--- config.mk ---
export PLATFORM = sky130hd
export DESIGN_NAME = transport_depacketizer_flat
export DESIGN_NICKNAME = d
export VERILOG_FILES = /design/src/rtl/transport_depacketizer_if.sv /design/src/rtl/transport_depacketizer.sv /design/src/flat_wrapper.sv
export SDC_FILE = /design/constraint.sdc
export NUM_CORES = 1
export LEC_CHECK = 0
export ABC_AREA = 0
export CAP_MARGIN = 30
export CORE_UTILIZATION = 60
export CTS_CLUSTER_DIAMETER = 100
export CTS_CLUSTER_SIZE = 24
export DETAILED_ROUTE_END_ITERATION = 6
export PLACE_DENSITY_LB_ADDON = 0.2
export REMOVE_ABC_BUFFERS = 1
export SYNTH_ARGS = -nofsm -noshare
export SYNTH_HDL_FRONTEND = slang
export SYNTH_SLANG_ARGS = --single-unit
--- constraint.sdc ---
create_clock -name clk -period 5.15 [get_ports clk]
set_input_delay 0.515 -clock clk [delete_from_list [all_inputs] [get_ports clk]]
set_output_delay 0.515 -clock clk [all_outputs]
set_load 0.005 [all_outputs]
--- src/rtl/transport_depacketizer_if.sv ---
// Byte-stream and delivery bundle for the receive-side transport depacketizer.
// slave  : the depacketizer's view (consumes rx bytes, produces ctrl/audio words)
// master : the surrounding logic's view (drives rx bytes, consumes ctrl/audio words)
interface transport_depacketizer_if;
    logic [7:0]  rx_byte;
    logic        rx_valid;
    logic        rx_ready;
    logic [15:0] ctrl_word;
    logic        ctrl_valid;
    logic        ctrl_ready;
    logic [15:0] audio_sample;
    logic        audio_valid;
    logic        audio_ready;
    logic        pkt_err;
    logic [7:0]  err_count;

    modport slave (
        input  rx_byte,
        input  rx_valid,
        input  ctrl_ready,
        input  audio_ready,
        output rx_ready,
        output ctrl_word,
        output ctrl_valid,
        output audio_sample,
        output audio_valid,
        output pkt_err,
        output err_count
    );

    modport master (
        output rx_byte,
        output rx_valid,
        output ctrl_ready,
        output audio_ready,
        input  rx_ready,
        input  ctrl_word,
        input  ctrl_valid,
        input  audio_sample,
        input  audio_valid,
        input  pkt_err,
        input  err_count
    );
endinterface

--- src/rtl/transport_depacketizer.sv ---
// Receive-side transport depacketizer.
// Takes fixed-size byte packets, classifies them by header (0x40 control,
// 0x80 audio, 0x00 idle filler), reassembles the 16-bit payload and releases
// it only once the whole packet has been accepted. Bad packets are consumed
// to their last byte, then flagged with a one-cycle pkt_err and counted in a
// saturating err_count.
// Optional feature macro: PAD_CHECK_EN -- when defined, a nonzero padding
// byte turns the packet into a dropped packet; when undefined padding is
// ignored and only an unknown header causes a drop.
module transport_depacketizer #(
    parameter int PKT_BYTES     = 16,
    parameter int AUDIO_SAMPLES = 7
) (
    input  logic                    clk,
    input  logic                    reset,
    transport_depacketizer_if.slave bus
);

    localparam int IDX_W  = $clog2(PKT_BYTES);
    localparam int SIDX_W = (AUDIO_SAMPLES > 1) ? $clog2(AUDIO_SAMPLES) : 1;

    localparam logic [IDX_W-1:0]  IDX_ONE     = IDX_W'(1);
    localparam logic [IDX_W-1:0]  IDX_TWO     = IDX_W'(2);
    localparam logic [IDX_W-1:0]  LAST_IDX    = IDX_W'(PKT_BYTES - 1);
    localparam logic [IDX_W-1:0]  CTRL_LAST   = IDX_W'(2);
    localparam logic [IDX_W-1:0]  AUDIO_LAST  = IDX_W'(2 * AUDIO_SAMPLES);
    localparam logic [SIDX_W-1:0] SIDX_ONE    = SIDX_W'(1);
    localparam logic [SIDX_W-1:0] SAMPLE_LAST = SIDX_W'(AUDIO_SAMPLES - 1);

    localparam logic [7:0] HDR_FILL  = 8'h00;
    localparam logic [7:0] HDR_CTRL  = 8'h40;
    localparam logic [7:0] HDR_AUDIO = 8'h80;

    typedef enum logic [2:0] {
        HDR,
        PAYLOAD,
        PAD,
        DROP,
        DLV_CTRL,
        DLV_AUDIO
    } state_t;

    state_t            state;
    logic [IDX_W-1:0]  byteIdx;
    logic              isAudio;
    logic              rxReadyQ;
    logic [15:0]       ctrlHold;
    logic [15:0]       sampleBuf [AUDIO_SAMPLES];
    logic [SIDX_W-1:0] outIdx;

    logic              accept;
    logic [IDX_W-1:0]  payLast;
    logic [IDX_W-1:0]  payOff;
    logic [SIDX_W-1:0] slot;
    logic              padBadNow;
    logic              pktEnd;
    logic              pktBad;
    logic [15:0]       ctrlNext;
    logic [15:0]       firstSample;

    // Saturating increment for the dropped-packet counter.
    function automatic logic [7:0] satInc(input logic [7:0] cnt);
        return (cnt == 8'hFF) ? cnt : cnt + 8'd1;
    endfunction

    // rx_ready is a registered flag, forced low while reset is held so the
    // link never sees the block as ready during the reset cycle.
    assign bus.rx_ready = rxReadyQ & ~reset;

    assign accept  = bus.rx_valid & rxReadyQ;
    assign payLast = isAudio ? AUDIO_LAST : CTRL_LAST;
    assign payOff  = byteIdx - IDX_ONE;
    assign slot    = SIDX_W'(payOff >> 1);

`ifdef PAD_CHECK_EN
    assign padBadNow = (state == PAD) && (bus.rx_byte != 8'h00);
`else
    assign padBadNow = 1'b0;
`endif

    // The final byte of the packet (index PKT_BYTES-1) is being accepted.
    assign pktEnd = accept && (byteIdx == LAST_IDX) &&
                    ((state == PAYLOAD) || (state == PAD) || (state == DROP));
    assign pktBad = (state == DROP) || padBadNow;

    // Merge the byte arriving this cycle into the values handed to the
    // delivery registers, so a packet with no padding still delivers the
    // complete word/sample on the cycle after its last byte.
    always_comb begin
        ctrlNext    = ctrlHold;
        firstSample = sampleBuf[0];
        if (state == PAYLOAD) begin
            if (byteIdx == IDX_ONE) ctrlNext[15:8] = bus.rx_byte;
            if (byteIdx == IDX_TWO) begin
                ctrlNext[7:0]    = bus.rx_byte;
                firstSample[7:0] = bus.rx_byte;
            end
        end
    end

    // Capture audio payload bytes, hi then lo, into the sample buffer.
    always_ff @(posedge clk) begin
        if (accept && (state == PAYLOAD) && isAudio) begin
            if (byteIdx[0]) sampleBuf[slot][15:8] <= bus.rx_byte;
            else            sampleBuf[slot][7:0]  <= bus.rx_byte;
        end
    end

    // Packet framing FSM with registered delivery and error outputs.
    always_ff @(posedge clk) begin
        if (reset) begin
            state            <= HDR;
            byteIdx          <= '0;
            isAudio          <= 1'b0;
            rxReadyQ         <= 1'b1;
            ctrlHold         <= 16'h0000;
            outIdx           <= '0;
            bus.ctrl_word    <= 16'h0000;
            bus.ctrl_valid   <= 1'b0;
            bus.audio_sample <= 16'h0000;
            bus.audio_valid  <= 1'b0;
            bus.pkt_err      <= 1'b0;
            bus.err_count    <= 8'h00;
        end else begin
            bus.pkt_err <= 1'b0;

            case (state)
                HDR: begin
                    if (accept) begin
                        if ((bus.rx_byte == HDR_CTRL) || (bus.rx_byte == HDR_AUDIO)) begin
                            state   <= PAYLOAD;
                            isAudio <= (bus.rx_byte == HDR_AUDIO);
                            byteIdx <= IDX_ONE;
                        end else if (bus.rx_byte != HDR_FILL) begin
                            state   <= DROP;
                            byteIdx <= IDX_ONE;
                        end
                    end
                end

                PAYLOAD: begin
                    if (accept) begin
                        if (!isAudio) ctrlHold <= ctrlNext;
                        byteIdx <= byteIdx + IDX_ONE;
                        if (byteIdx == payLast) state <= PAD;
                    end
                end

                PAD: begin
                    if (accept) begin
                        byteIdx <= byteIdx + IDX_ONE;
                        if (padBadNow) state <= DROP;
                    end
                end

                DROP: begin
                    if (accept) byteIdx <= byteIdx + IDX_ONE;
                end

                DLV_CTRL: begin
                    if (bus.ctrl_ready) begin
                        bus.ctrl_valid <= 1'b0;
                        rxReadyQ       <= 1'b1;
                        state          <= HDR;
                    end
                end

                DLV_AUDIO: begin
                    if (bus.audio_ready) begin
                        if (outIdx == SAMPLE_LAST) begin
                            bus.audio_valid <= 1'b0;
                            rxReadyQ        <= 1'b1;
                            state           <= HDR;
                        end else begin
                            outIdx           <= outIdx + SIDX_ONE;
                            bus.audio_sample <= sampleBuf[outIdx + SIDX_ONE];
                        end
                    end
                end

                default: state <= HDR;
            endcase

            // End of packet overrides the per-state stepping above: the byte
            // index returns to zero and the packet is either delivered or
            // reported as dropped, never both.
            if (pktEnd) begin
                byteIdx <= '0;
                if (pktBad) begin
                    state         <= HDR;
                    bus.pkt_err   <= 1'b1;
                    bus.err_count <= satInc(bus.err_count);
                end else if (isAudio) begin
                    state            <= DLV_AUDIO;
                    outIdx           <= '0;
                    bus.audio_sample <= firstSample;
                    bus.audio_valid  <= 1'b1;
                    rxReadyQ         <= 1'b0;
                end else begin
                    state          <= DLV_CTRL;
                    bus.ctrl_word  <= ctrlNext;
                    bus.ctrl_valid <= 1'b1;
                    rxReadyQ       <= 1'b0;
                end
            end
        end
    end

endmodule
--- src/flat_wrapper.sv ---
// flat-port wrapper written by rule: the top's interface ports become plain ports
module transport_depacketizer_flat 
#(
    parameter int PKT_BYTES     = 16,
    parameter int AUDIO_SAMPLES = 7
)
  (clk, reset, bus_rx_byte, bus_rx_valid, bus_ctrl_ready, bus_audio_ready, bus_rx_ready, bus_ctrl_word, bus_ctrl_valid, bus_audio_sample, bus_audio_valid, bus_pkt_err, bus_err_count);
  transport_depacketizer_if bus_i ();
  input  logic clk;
  input  logic reset;
  input wire logic [$bits(bus_i.rx_byte)-1:0] bus_rx_byte;
  input wire logic [$bits(bus_i.rx_valid)-1:0] bus_rx_valid;
  input wire logic [$bits(bus_i.ctrl_ready)-1:0] bus_ctrl_ready;
  input wire logic [$bits(bus_i.audio_ready)-1:0] bus_audio_ready;
  output wire logic [$bits(bus_i.rx_ready)-1:0] bus_rx_ready;
  output wire logic [$bits(bus_i.ctrl_word)-1:0] bus_ctrl_word;
  output wire logic [$bits(bus_i.ctrl_valid)-1:0] bus_ctrl_valid;
  output wire logic [$bits(bus_i.audio_sample)-1:0] bus_audio_sample;
  output wire logic [$bits(bus_i.audio_valid)-1:0] bus_audio_valid;
  output wire logic [$bits(bus_i.pkt_err)-1:0] bus_pkt_err;
  output wire logic [$bits(bus_i.err_count)-1:0] bus_err_count;
  assign bus_i.rx_byte = bus_rx_byte;
  assign bus_i.rx_valid = bus_rx_valid;
  assign bus_i.ctrl_ready = bus_ctrl_ready;
  assign bus_i.audio_ready = bus_audio_ready;
  assign bus_rx_ready = bus_i.rx_ready;
  assign bus_ctrl_word = bus_i.ctrl_word;
  assign bus_ctrl_valid = bus_i.ctrl_valid;
  assign bus_audio_sample = bus_i.audio_sample;
  assign bus_audio_valid = bus_i.audio_valid;
  assign bus_pkt_err = bus_i.pkt_err;
  assign bus_err_count = bus_i.err_count;
  transport_depacketizer #(.PKT_BYTES(PKT_BYTES), .AUDIO_SAMPLES(AUDIO_SAMPLES)) u_core (.clk(clk), .reset(reset), .bus(bus_i));
endmodule
# After elaboration in Yosys (flattened, before gate mapping)
# Memory sizes are Yosys's and may differ from the RTL's.
# Cells that the tools add are included.
[classes] n_addsub=4 n_eq_ne=24 muxes=59 bitwise_logic=7 reduce_logical=20
[ops] operator="$mux 16" n=7
[ops] operator="$mux 3" n=16
[ops] operator="$mux 8" n=4
[ops] operator="$mux 1" n=24
[ops] operator="$mux 4" n=5
[ops] operator="$eq 8x8->1 const B" n=2
[ops] operator="$pmux 3 s5" n=1
[ops] operator="$ne 3x1->1 const B" n=4
[ops] operator="$reduce_and 3->1" n=4
[ops] operator="$eq 3x3->1 const B" n=3
[ops] operator="$ne 3x2->1 const B" n=3
[ops] operator="$add 8x1->8 const B" n=1
[ops] operator="$eq 8x7->1 const B" n=1
[ops] operator="$pmux 4 s2" n=1
[ops] operator="$reduce_and 8->1" n=1
[ops] operator="$reduce_bool 8->1" n=1
[ops] operator="$eq 3x2->1 const B" n=2
[ops] operator="$ne 2x1->1 const B" n=3
[ops] operator="$reduce_or 2->1" n=3
[ops] operator="$not 1->1" n=5
[ops] operator="$add 4x1->4 const B" n=1
[ops] operator="$eq 4x1->1 const B" n=1
[ops] operator="$eq 4x2->1 const B" n=1
[ops] operator="$eq 4x4->1" n=1
[ops] operator="other kinds (13)" n=19
[word_totals] register_bits=71 ram_bits=112 inputBits=13 output_inout_bits=44 elab_cells=127 n_memories=1
[mem_list] name="u_core.sampleBuf" depth=7 word_bits=16 read_ports=2 rd_clocked_by_memory_dff=0 write_ports=1 line_no="transport_depacketizer.sv:48" source="logic [15:0] sampleBuf [AUDIO_SAMPLES];"

# Depth between registers and ports, before layout
# Gate-level depths: netlist of the first run.
# An unclocked memory read counts as a cell.
[logic_depth] ltp_word=8 mapped_depth=11 ltp_nobuf=6

# Worst setup path after synthesis of the first run
# Ideal clock, no wire load.
[synth_path] path_kind="register -> register" start="register u_core.outIdx[0]" end="register u_core.bus.audio_sample[2]" setup_time_ns=0.101 arrival_time_ns=2.642 t_required_ns=5.049 slack_ns=2.407 stages_incl_launch_ff=12 n_path_buf=5 period_less_slack_ns=2.743 cell_sequence="dfxtp_1 -> buf_2 -> buf_2 -> buf_2 -> inv_1 -> ha_1 -> clkbuf_1 -> clkbuf_1 -> nor2_1 -> a211oi_1 -> a211oi_1 -> o41ai_1"
[synth_between] elab_chain_len=8 word_cells_on_any_way=9 classes_between="1 x add/sub; 1 x eq/ne; 6 x mux; 1 x memory"
[synth_lines] element="start, declared" line_no="transport_depacketizer.sv:49" source="logic [SIDX_W-1:0] outIdx;"
[synth_lines] element="start signal, assigned" line_no="transport_depacketizer.sv:175" source="outIdx <= outIdx + SIDX_ONE;"
[synth_lines] element="$add 3x1->3" line_no="transport_depacketizer.sv:176" source="bus.audio_sample <= sampleBuf[outIdx + SIDX_ONE];"
[synth_lines] element="$mem_v2 7x16"
[synth_lines] element="$mux 16 *" line_no="transport_depacketizer.sv:170" source="if (outIdx == SAMPLE_LAST) begin"
[synth_lines] element="$mux 16 *" line_no="transport_depacketizer.sv:169" source="if (bus.audio_ready) begin"
[synth_lines] element="$mux 16 *" line_no="transport_depacketizer.sv:127" source="case (state)"
[synth_lines] element="$mux 16" line_no="transport_depacketizer.sv:193" source="end else if (isAudio) begin"
[synth_lines] element="$mux 16" line_no="transport_depacketizer.sv:189" source="if (pktBad) begin"
[synth_lines] element="$mux 16 *" line_no="transport_depacketizer.sv:187" source="if (pktEnd) begin"
[synth_lines] element="end signal, assigned" line_no="transport_depacketizer.sv:176"
[synth_lines] element="end signal, assigned" line_no="transport_depacketizer.sv:196" source="bus.audio_sample <= firstSample;"
[synth_lines] element="end, declared" line_no="transport_depacketizer_if.sv:25" source="output audio_sample,"
# Mark *: on every way between the ends. The rest lies on a longest branch, timed or not.
# A chain may end at the register's enable or synchronous reset.

# Final worst setup path of the first run
[layout_path] start="register u_core.outIdx[0]" end="register u_core.bus.audio_sample[11]"
# Same word-level chain as after synthesis.

==> impl_summary.md, run 1 <==
STA
Setup violations remaining at the end of the flow were counted as 0. The number of pins with negative max-slew slack in the final report is 0. Subtracting the final worst setup slack from the clock period gives 3.018 ns. The maximum clock frequency is 331.4 MHz. In this run the tightest slew margin relative to its limit is 32.63%.

Clock skew on the completed layout was measured at 0.007103 ns. The final worst-path cycle share is 58.59%. At the pin with the least slew margin, the transition time is 1.007 ns.

Summed over all failing endpoints, the final setup total negative slack is 0 ns. The number of hold-slack violations in the final timing report is 0. Setup repair after global routing left no endpoint under its margin.

Floorplanning
The I/O pin count is 57. The region available for standard cell placement spans 0.01226 mm^2. In this run the vertical extent of the chip is 115.2 um. The die covers 0.01327 mm^2. For this configuration, the core starts out at a cell density of 62.71%. The initialized floorplan defines 40 standard-cell rows.

From left edge to right edge, the die measures 115.2 um.

Critical path
The startpoint of the worst register-to-register path is u_core.outIdx[0]. The worst setup path is of the reg -> reg kind. The arrival time of data at the critical path endpoint is 3.30 ns.

In this run the register-to-register setup slack is 2.13 ns. The most critical setup path has its startpoint at u_core.outIdx[0]. The top fanout value on the critical path is 34. In this run the critical register-to-register path is captured at u_core.bus.audio_sample[11]. Data on the critical path is required at its endpoint by 5.44 ns. Following the worst setup path forward leads to its endpoint at u_core.bus.audio_sample[11]. The slowest stage of the critical path belongs to the cell sky130_fd_sc_hd__a2111oi_0. The cell that appears most often on the critical path is sky130_fd_sc_hd__buf_4. For this run, the slowest stage of the critical path takes 0.68 ns.

The worst setup path is captured at a flip-flop. The critical path launch point type is a flip-flop. Traced cell by cell, the critical path runs through buf_4 -> ha_1 -> xor2_2 -> buf_4 -> nor2_1 -> a2111oi_0 -> o31ai_1.

The number of cells on the worst reg-to-reg path is 7.

Global route
The number of global-route vias before repair is 5555. The total global-route track usage is 29.49%. The pin count of the biggest net entering global routing is 56.

The global route total overflow is 0. The initial antenna violation count is 0. The first-pass GRT wire length is 28.84 mm.

Synth
The share of synthesized area in the top cell type comes to 43.74%. A synthesized cell averages 12.19 um^2. By area the synthesized netlist is led by sky130_fd_sc_hd__edfxtp_1 44%, sky130_fd_sc_hd__dfxtp_1 18%, sky130_fd_sc_hd__mux4_2 4.7%. After synthesis, the share of flip-flops with an asynchronous set or reset is 0%. The number of warnings issued by yosys is 0.

The number of different library cells used by synthesis comes to 52. The total of flip-flops plus latches after synthesis is 183. After technology mapping, the gate count stands at 631.

Sequential cells were found to cover 62.22% of the synthesized design area. Yosys mapped a number of flops with a built-in enable equal to 112. Summed over all instances, the cell type with the most area after synthesis is sky130_fd_sc_hd__edfxtp_1. For this run, the leading register cell type out of synthesis is sky130_fd_sc_hd__edfxtp_1. The mapped netlist covers 0.007690 mm^2.

Cells and area
The post-route netlist has 10.84% of its cells at a drive strength greater than 1. The signed area change from the synthesized netlist to the final layout is 16.47%. 0 antenna diodes ended up in the layout.

The total non-filler cell area in the finished layout is 0.008956 mm^2. The net count of the finished layout is 699. The layout has 822 filler cells.

Place
The post-DP HPWL is 11.55 mm. At the end of routability-driven placement, the weighted congestion stood at 0.8437. The cell area after placement is 0.008402 mm^2.

The total of buffers placed on input and output ports is 56.

Job
The count of max-cap constraint violations is 0.

Pwr
The worst vdd rail ir drop is 0.2573 mV. The power density of the placed cells is 323.5 mW/mm^2. The total chip power is 0.002898 W.

The leakage power total is 2.759 nW.

Clock tree
The TritonCTS clock tree is built. The number of buffers added for setup after CTS is 0. The CTS clock-pin slew for the worst setup and hold paths is 0.07 ns. The deepest level of the CTS H-tree is 4.

For the worst-skew pair, the clock arrives at the later sink with an insertion delay of 0.43 ns. The number of hold buffers added after CTS was 0. The maximum root-to-sink buffer count is 2.

TritonCTS created 17 clock buffers. The number of gates resized after CTS is 0. CTS saw 183 sinks.

The root buffer cell is sky130_fd_sc_hd__clkbuf_16.

Route
The average via count per standard cell is 6.560. The number of DRC markers in iteration 0 is 617. The total wirelength of the detailed-routed design is 18.23 mm. The pre-antenna-repair detailed-routing pass consisted of 5 iterations.

The post-route antenna net violation count is 0. The per-cell routed wire length is 21.20 um. In the routed design, unresolved DRC markers number 0.

Detailed routing inserted a total of 5642 vias.

Run status
The flow ran to the end, and the final reports show no timing, DRC or antenna violations.

Min path
The launch instance of the worst min-delay path is u_core.ctrlHold[5]. The worst hold path class is reg -> reg.
[placed cells by master, fill, tap and decap left out, drive strengths merged, types with 13 or more instances in the layout]
master         count
a211oi            14
mux2i             18
clkdlybuf4s50     55
mux4              16
dfxtp             71
buf               16
o22ai             14
nor2              61
edfxtp           112
clkbuf            31
o21ai             22
nand3             41
nand2             49
a311oi            13
a21oi             32
[kinds of logic (layout without fill, tap and decap cells)]
| group | after synthesis | in the layout | share of synthesized area, % |
|---|---|---|---|
| simple gates | 215 | 215 | 14.09 |
| mux | 35 | 35 | 7.175 |
| xor+xnor | 5 | 5 | 0.5695 |
| fa+ha+maj | 7 | 7 | 1.139 |
| compound gates | 136 | 136 | 11.93 |
| buf+inv | 50 | 111 | 2.880 |
| flops | 183 | 183 | 62.22 |
[Yosys cell counts, drive strengths merged (5+ instances only)]
master,instances
edfxtp,112
dfxtp,71
nor2,61
nand2,49
nand3,41
a21oi,32
clkbuf,24
o21ai,22
buf,18
mux2i,18
mux4,16
a211oi,14
o22ai,14
a311oi,13
nor3,12
o31ai,12
nor4,10
a2111oi,8
ha,7
inv,7
o41ai,7
and4b,6
o211ai,5
[critical path, delay by kind of cell, from the launching register on]
family | cells | cell delay (ns)
AO/OA/AOI/OAI | 2 | 0.81
XOR/XNOR | 1 | 0.38
adder cells (fa/ha/maj) | 1 | 0.39
buffers and inverters | 2 | 0.86
flip-flops | 1 | 0.33
AND/OR/NAND/NOR | 1 | 0.08
[per-stage QoR]
stage / utilization [%] / hold WS [ns] / setup slack, ns / std cells
2_1_floorplan: - / 0.4326 / 1.405 / 589
3_3_place_gp: 68.46 / 0.4554 / 2.116 / 827
3_5_place_dp: 68.52 / 0.4511 / 2.029 / 828
4_1_cts: 73.04 / 0.4733 / 2.152 / 860
5_1_grt: 73.04 / 0.4951 / 1.888 / 860
6_report: 73.04 / 0.4689 / 2.132 / 860
[state kept, by name (all words and copies together) (netlist names), 3 cells and up]
register / cells
u_core.ctrlHold: 16
u_core.state: 3
u_core.bus.err_count: 8
u_core.byteIdx: 4
u_core.outIdx: 3
u_core.bus.audio_sample: 16
u_core.bus.ctrl_word: 16
u_core.sampleBuf: 112
[worst min-delay path by stage]
| stage | slack [ns] | cells after the start | to |
|---|---|---|---|
| 2_1_floorplan | 0.43 | 2 | u_core.bus.ctrl_word[0] |
| 3_3_place_gp | 0.46 | 2 | u_core.bus.ctrl_word[0] |
| 3_5_place_dp | 0.45 | 2 | u_core.bus.ctrl_word[5] |
| 4_1_cts | 0.47 | 2 | u_core.bus.ctrl_word[5] |
| 5_1_grt | 0.50 | 2 | u_core.bus.ctrl_word[5] |
| 6_report | 0.47 | 2 | u_core.bus.ctrl_word[5] |
[power by group]
| group | switching, W | internal (W) |
|---|---|---|
| clock | 0.000504 | 0.000709 |
| combinational | 0.0000821 | 0.0000346 |
| sequential | 0.0000119 | 0.00156 |
| total | 0.000598 | 0.00230 |
[area by class of cell]
type                       instances  area (um^2)  share of cell area (%)
clock buffer                      31        548.0                   6.119
clock inverter                     1        6.256                 0.06985
inverter                           8        30.03                  0.3353
multi-input combinational        398         2708                   30.23
sequential                       183         4786                   53.44
tap                              168        210.2                   2.347
timing repair buffer              71        668.1                   7.460
[metal layers]
| metal | vias to the layer above | wire length (um) | track usage, % | part of all wire [%] |
|---|---|---|---|---|
| li1 | 2534 | - | - | - |
| met1 | 2771 | 7206 | 37.79 | 40 |
| met2 | 293 | 9077 | 49.16 | 50 |
| met3 | 44 | 1476 | 6.220 | 8.1 |
| met4 | 0 | 474 | 12.21 | 2.6 |
| met5 | - | 0 | 0 | 0 |
Power figures use the tool's default switching activity.
==> run 2, diff against run 1 <==
Settings changed: CORE_UTILIZATION 60 to 58.
Clock period 5.15 ns to 2.9 ns, I/O delays scaled along.
==> run 2 against run 1 <==
Net effect: final area up 2.4%; first-iteration DRC count up 0.97%; setup slack worse by 1.7 ns; wire length up 4.4%; clock power up 81%; critical endpoint is now u_core.bus.audio_sample[8]; largest cell class unchanged.
==> impl_summary.md, run 2 (synthesis gave the netlist of run 1 again) <==
Pwr
The clock network burns 42.2% of the power. The worst vdd rail ir drop is 0.4223 mV. Of the total power, combinational logic draws 4.4%. The power density of the placed cells is 566.3 mW/mm^2. In this run switching power makes up 21.76% of total power. The analysis attributes to cell leakage a power of 2.900 nW. Summed over all nets, the switching power comes to 0.001131 W. The sequential share of power is 53.4%. The internal power summed over all cells is 0.004066 W.

Critical path
Counting buffers and inverters, the worst setup path is 5 cells deep. For the worst flop-to-flop path, the logic depth is 5. The top cell family by delay on the critical path is adder cells.

In this run the critical register-to-register path is captured at u_core.bus.audio_sample[8]. Following the worst setup path forward leads to its endpoint at u_core.bus.audio_sample[8]. The biggest cell delay along the critical path is 0.82 ns.

In this run the worst setup path begins at u_core.outIdx[0]. The critical path launch point type is a flip-flop. The startpoint of the worst register-to-register path is u_core.outIdx[0]. Along the worst path, the maximum fanout reaches 25. Setup slack on the worst reg-to-reg path comes out at 0.39 ns. The number of buffers and inverters on the critical path is 1.

The slowest stage of the critical path belongs to the cell sky130_fd_sc_hd__ha_1. The signal on the critical path passes through inv_1 -> ha_1 -> nand3_1 -> o22ai_1 -> o31ai_1. The setup path with the least slack is of type reg -> reg. At the worst endpoint, the arrival time is 2.80 ns. At the worst endpoint, the required time is 3.19 ns.

STA classifies the critical path endpoint as a flip-flop.

Cells and area
The count of antenna diodes in the layout is 0. In the final design database the tool counted 725 nets. The signed area change from the synthesized netlist to the final layout is 19.31%.

The post-route netlist has 14.90% of its cells at a drive strength greater than 1. The flip-flop count of the largest register after layout is 112. The layout has 888 filler cells. The non-filler instance count after layout is 890.

The library cell used most frequently in the layout, excluding fill and tap cells, is sky130_fd_sc_hd__edfxtp_1. In the layout the commonest cells are 112 x sky130_fd_sc_hd__edfxtp_1, 70 x sky130_fd_sc_hd__dfxtp_1, 61 x sky130_fd_sc_hd__nor2_1. The register name with the most flops is u_core.sampleBuf.

Clock tree
The total number of clock tree sinks is 183. For this design, the CTS-stage hold fixing added 0 buffers. The CTS clock-pin slew for the worst setup and hold paths is 0.06 ns. The TritonCTS clock tree is built. The worst-skew pair later-pin latency is 0.43 ns.

The deepest level of the CTS H-tree is 4. The number of gates resized after CTS is 0. Once the clock tree was built, the setup fixing pass inserted 0 buffers. The maximum root-to-sink buffer count is 2. The tree is rooted in a sky130_fd_sc_hd__clkbuf_16. Counting the buffers created by CTS gives 17.

Global route
In the global route stage, overall resource usage came out at 29.49%. The first-pass GRT wire length is 29.23 mm. The number of global-route vias before repair is 5511. The initial antenna violation count came to 0. The pin count of the biggest net entering global routing is 34.

The global route total overflow is 0.

Floorplanning
The total die area is 0.01372 mm^2. The floorplan step set the die height to 117.1 um. The initial utilization of the core area, before any placement, comes to 60.20%.

The die extent in x is 117.1 um. The I/O pin count is 57. After floorplanning, the core was sized to cover 0.01277 mm^2. The floorplan has 41 rows.

Route
For this block, the routed nets add up to 19.04 mm of wire. Across all layers, the routed design uses 5712 vias. The first detailed-routing pass took 5 iterations.

After detailed routing, the number of remaining DRC violations is 0. The per-cell routed wire length is 21.39 um. The count of nets left with antenna violations once routing finished came out at 0.

The first routing iteration left 623 violations. Using the TritonRoute via totals, the vias-per-cell ratio works out to 6.418.

STA
The final critical path time including I/O delays and setup is 2.510 ns. Setup repair after global routing left no endpoint under its margin. The number of pins with negative max-slew slack in the final report is 0. Headroom to the max-slew limit came out at 41.94%. The final-layout setup total negative slack is 0 ns.

The number of hold-slack violations in the final timing report was 0. For the pin with the worst max-slew slack, the measured transition is 0.8643 ns. In the finished design, the share of the clock period the worst path needs comes to 86.54%. Based on the critical path, the design can be clocked at up to 398.5 MHz.

For the final database, setup skew stands at 0.009845 ns. Setup violations remaining at the end of the flow were counted as 0.

Place
Including well taps, the total number of placed cells is 858. The final estimated routing congestion in global placement is 0.8627. The total of buffers placed on input and output ports is 56. Once detailed placement completed, the half-perimeter wirelength came to 12.47 mm.

Job
The count of max-cap constraint violations is 0.

Min path
The worst hold path belongs to the class in -> reg.

Run status
The run finished with clean final reports.
run 2: cell types whose count changed in the layout (fill, tap and decap cells not counted):
cell / previous run / this run
sky130_fd_sc_hd__buf_4: 15 / 41
sky130_fd_sc_hd__clkbuf_1: 7 / 0
sky130_fd_sc_hd__clkbuf_16: 17 / 18
sky130_fd_sc_hd__clkbuf_8: 7 / 4
sky130_fd_sc_hd__clkinv_1: 1 / 2
sky130_fd_sc_hd__clkinv_2: 0 / 3
sky130_fd_sc_hd__clkinv_4: 0 / 2
sky130_fd_sc_hd__clkinvlp_4: 0 / 3
sky130_fd_sc_hd__inv_4: 1 / 0
sky130_fd_sc_hd__inv_6: 0 / 1
run 2: power by group through the flow:
stage	logic, W	clock network, W	registers, W
after floorplan	0.0000935	0	0.00283
after global placement	0.000214	0	0.00283
after detailed placement	0.000222	0	0.00283
after CTS	0.000224	0.00223	0.00277
after global routing	0.000243	0.00231	0.00278
final	0.000227	0.00219	0.00277
run 2: through the flow:
step | util (%) | cell area (um^2) | power [W] | worst slack (ns) | hold slack (ns)
after global placement | 67.34 | 8602 | 0.003046 | 0.3834 | 0.4556
final | 71.83 | 9175 | 0.005196 | 0.3903 | 0.2665
after floorplan | - | 7498 | 0.002925 | -0.8455 | 0.3591
after detailed placement | 67.34 | 8602 | 0.003054 | 0.3363 | 0.4521
after CTS | 71.83 | 9175 | 0.005228 | 0.4234 | 0.2439
after global routing | 71.83 | 9175 | 0.005332 | 0.2296 | 0.2722
run 2: cell type report:
cell class,count,area (um^2),share of cell area (%)
Timing Repair Buffer,97,863.3,9.410
Tap cell,172,215.2,2.346
Sequential cell,183,4786,52.16
Multi-Input combinational cell,398,2708,29.51
Clock inverter,10,67.56,0.7364
Clock buffer,22,505.5,5.509
Inverter,8,30.03,0.3273
run 2: how the worst min path moves through the flow:
| stage | end | startpoint | depth (start not counted) | slack [ns] |
|---|---|---|---|---|
| 6_report | u_core.state[2] | reset | 2 | 0.27 |
| 2_1_floorplan | u_core.bus.err_count[0] | reset | 1 | 0.36 |
| 3_5_place_dp | u_core.bus.ctrl_word[1] | u_core.ctrlHold[1] | 2 | 0.45 |
| 4_1_cts | u_core.state[2] | reset | 2 | 0.24 |
| 3_3_place_gp | u_core.bus.ctrl_word[5] | u_core.ctrlHold[5] | 2 | 0.46 |
| 5_1_grt | u_core.state[2] | reset | 2 | 0.27 |
run 2: worst register-to-register path: stages, from the launching register on:
cell                      delay (ns)
sky130_fd_sc_hd__dfxtp_2        0.36
sky130_fd_sc_hd__inv_1          0.09
sky130_fd_sc_hd__ha_1           0.82
sky130_fd_sc_hd__nand3_1        0.66
sky130_fd_sc_hd__o22ai_1        0.33
sky130_fd_sc_hd__o31ai_1        0.12
run 2: metal layers:
layer  up-vias  GRT usage (%)  share of wire (%)
met5         -              0                  0
met4         0          16.03                3.7
met3        55          5.355                6.2
met2       290          47.53                 48
met1      2786          38.10                 42
li1       2581              -                  -
==> run 3, diff against run 2 <==
Settings changed: CAP_MARGIN 30 to 20, SKIP_LAST_GASP from default to 1.
==> results of run 3 <==
No change in the layout: final DEF, timing and power equal those of run 2.
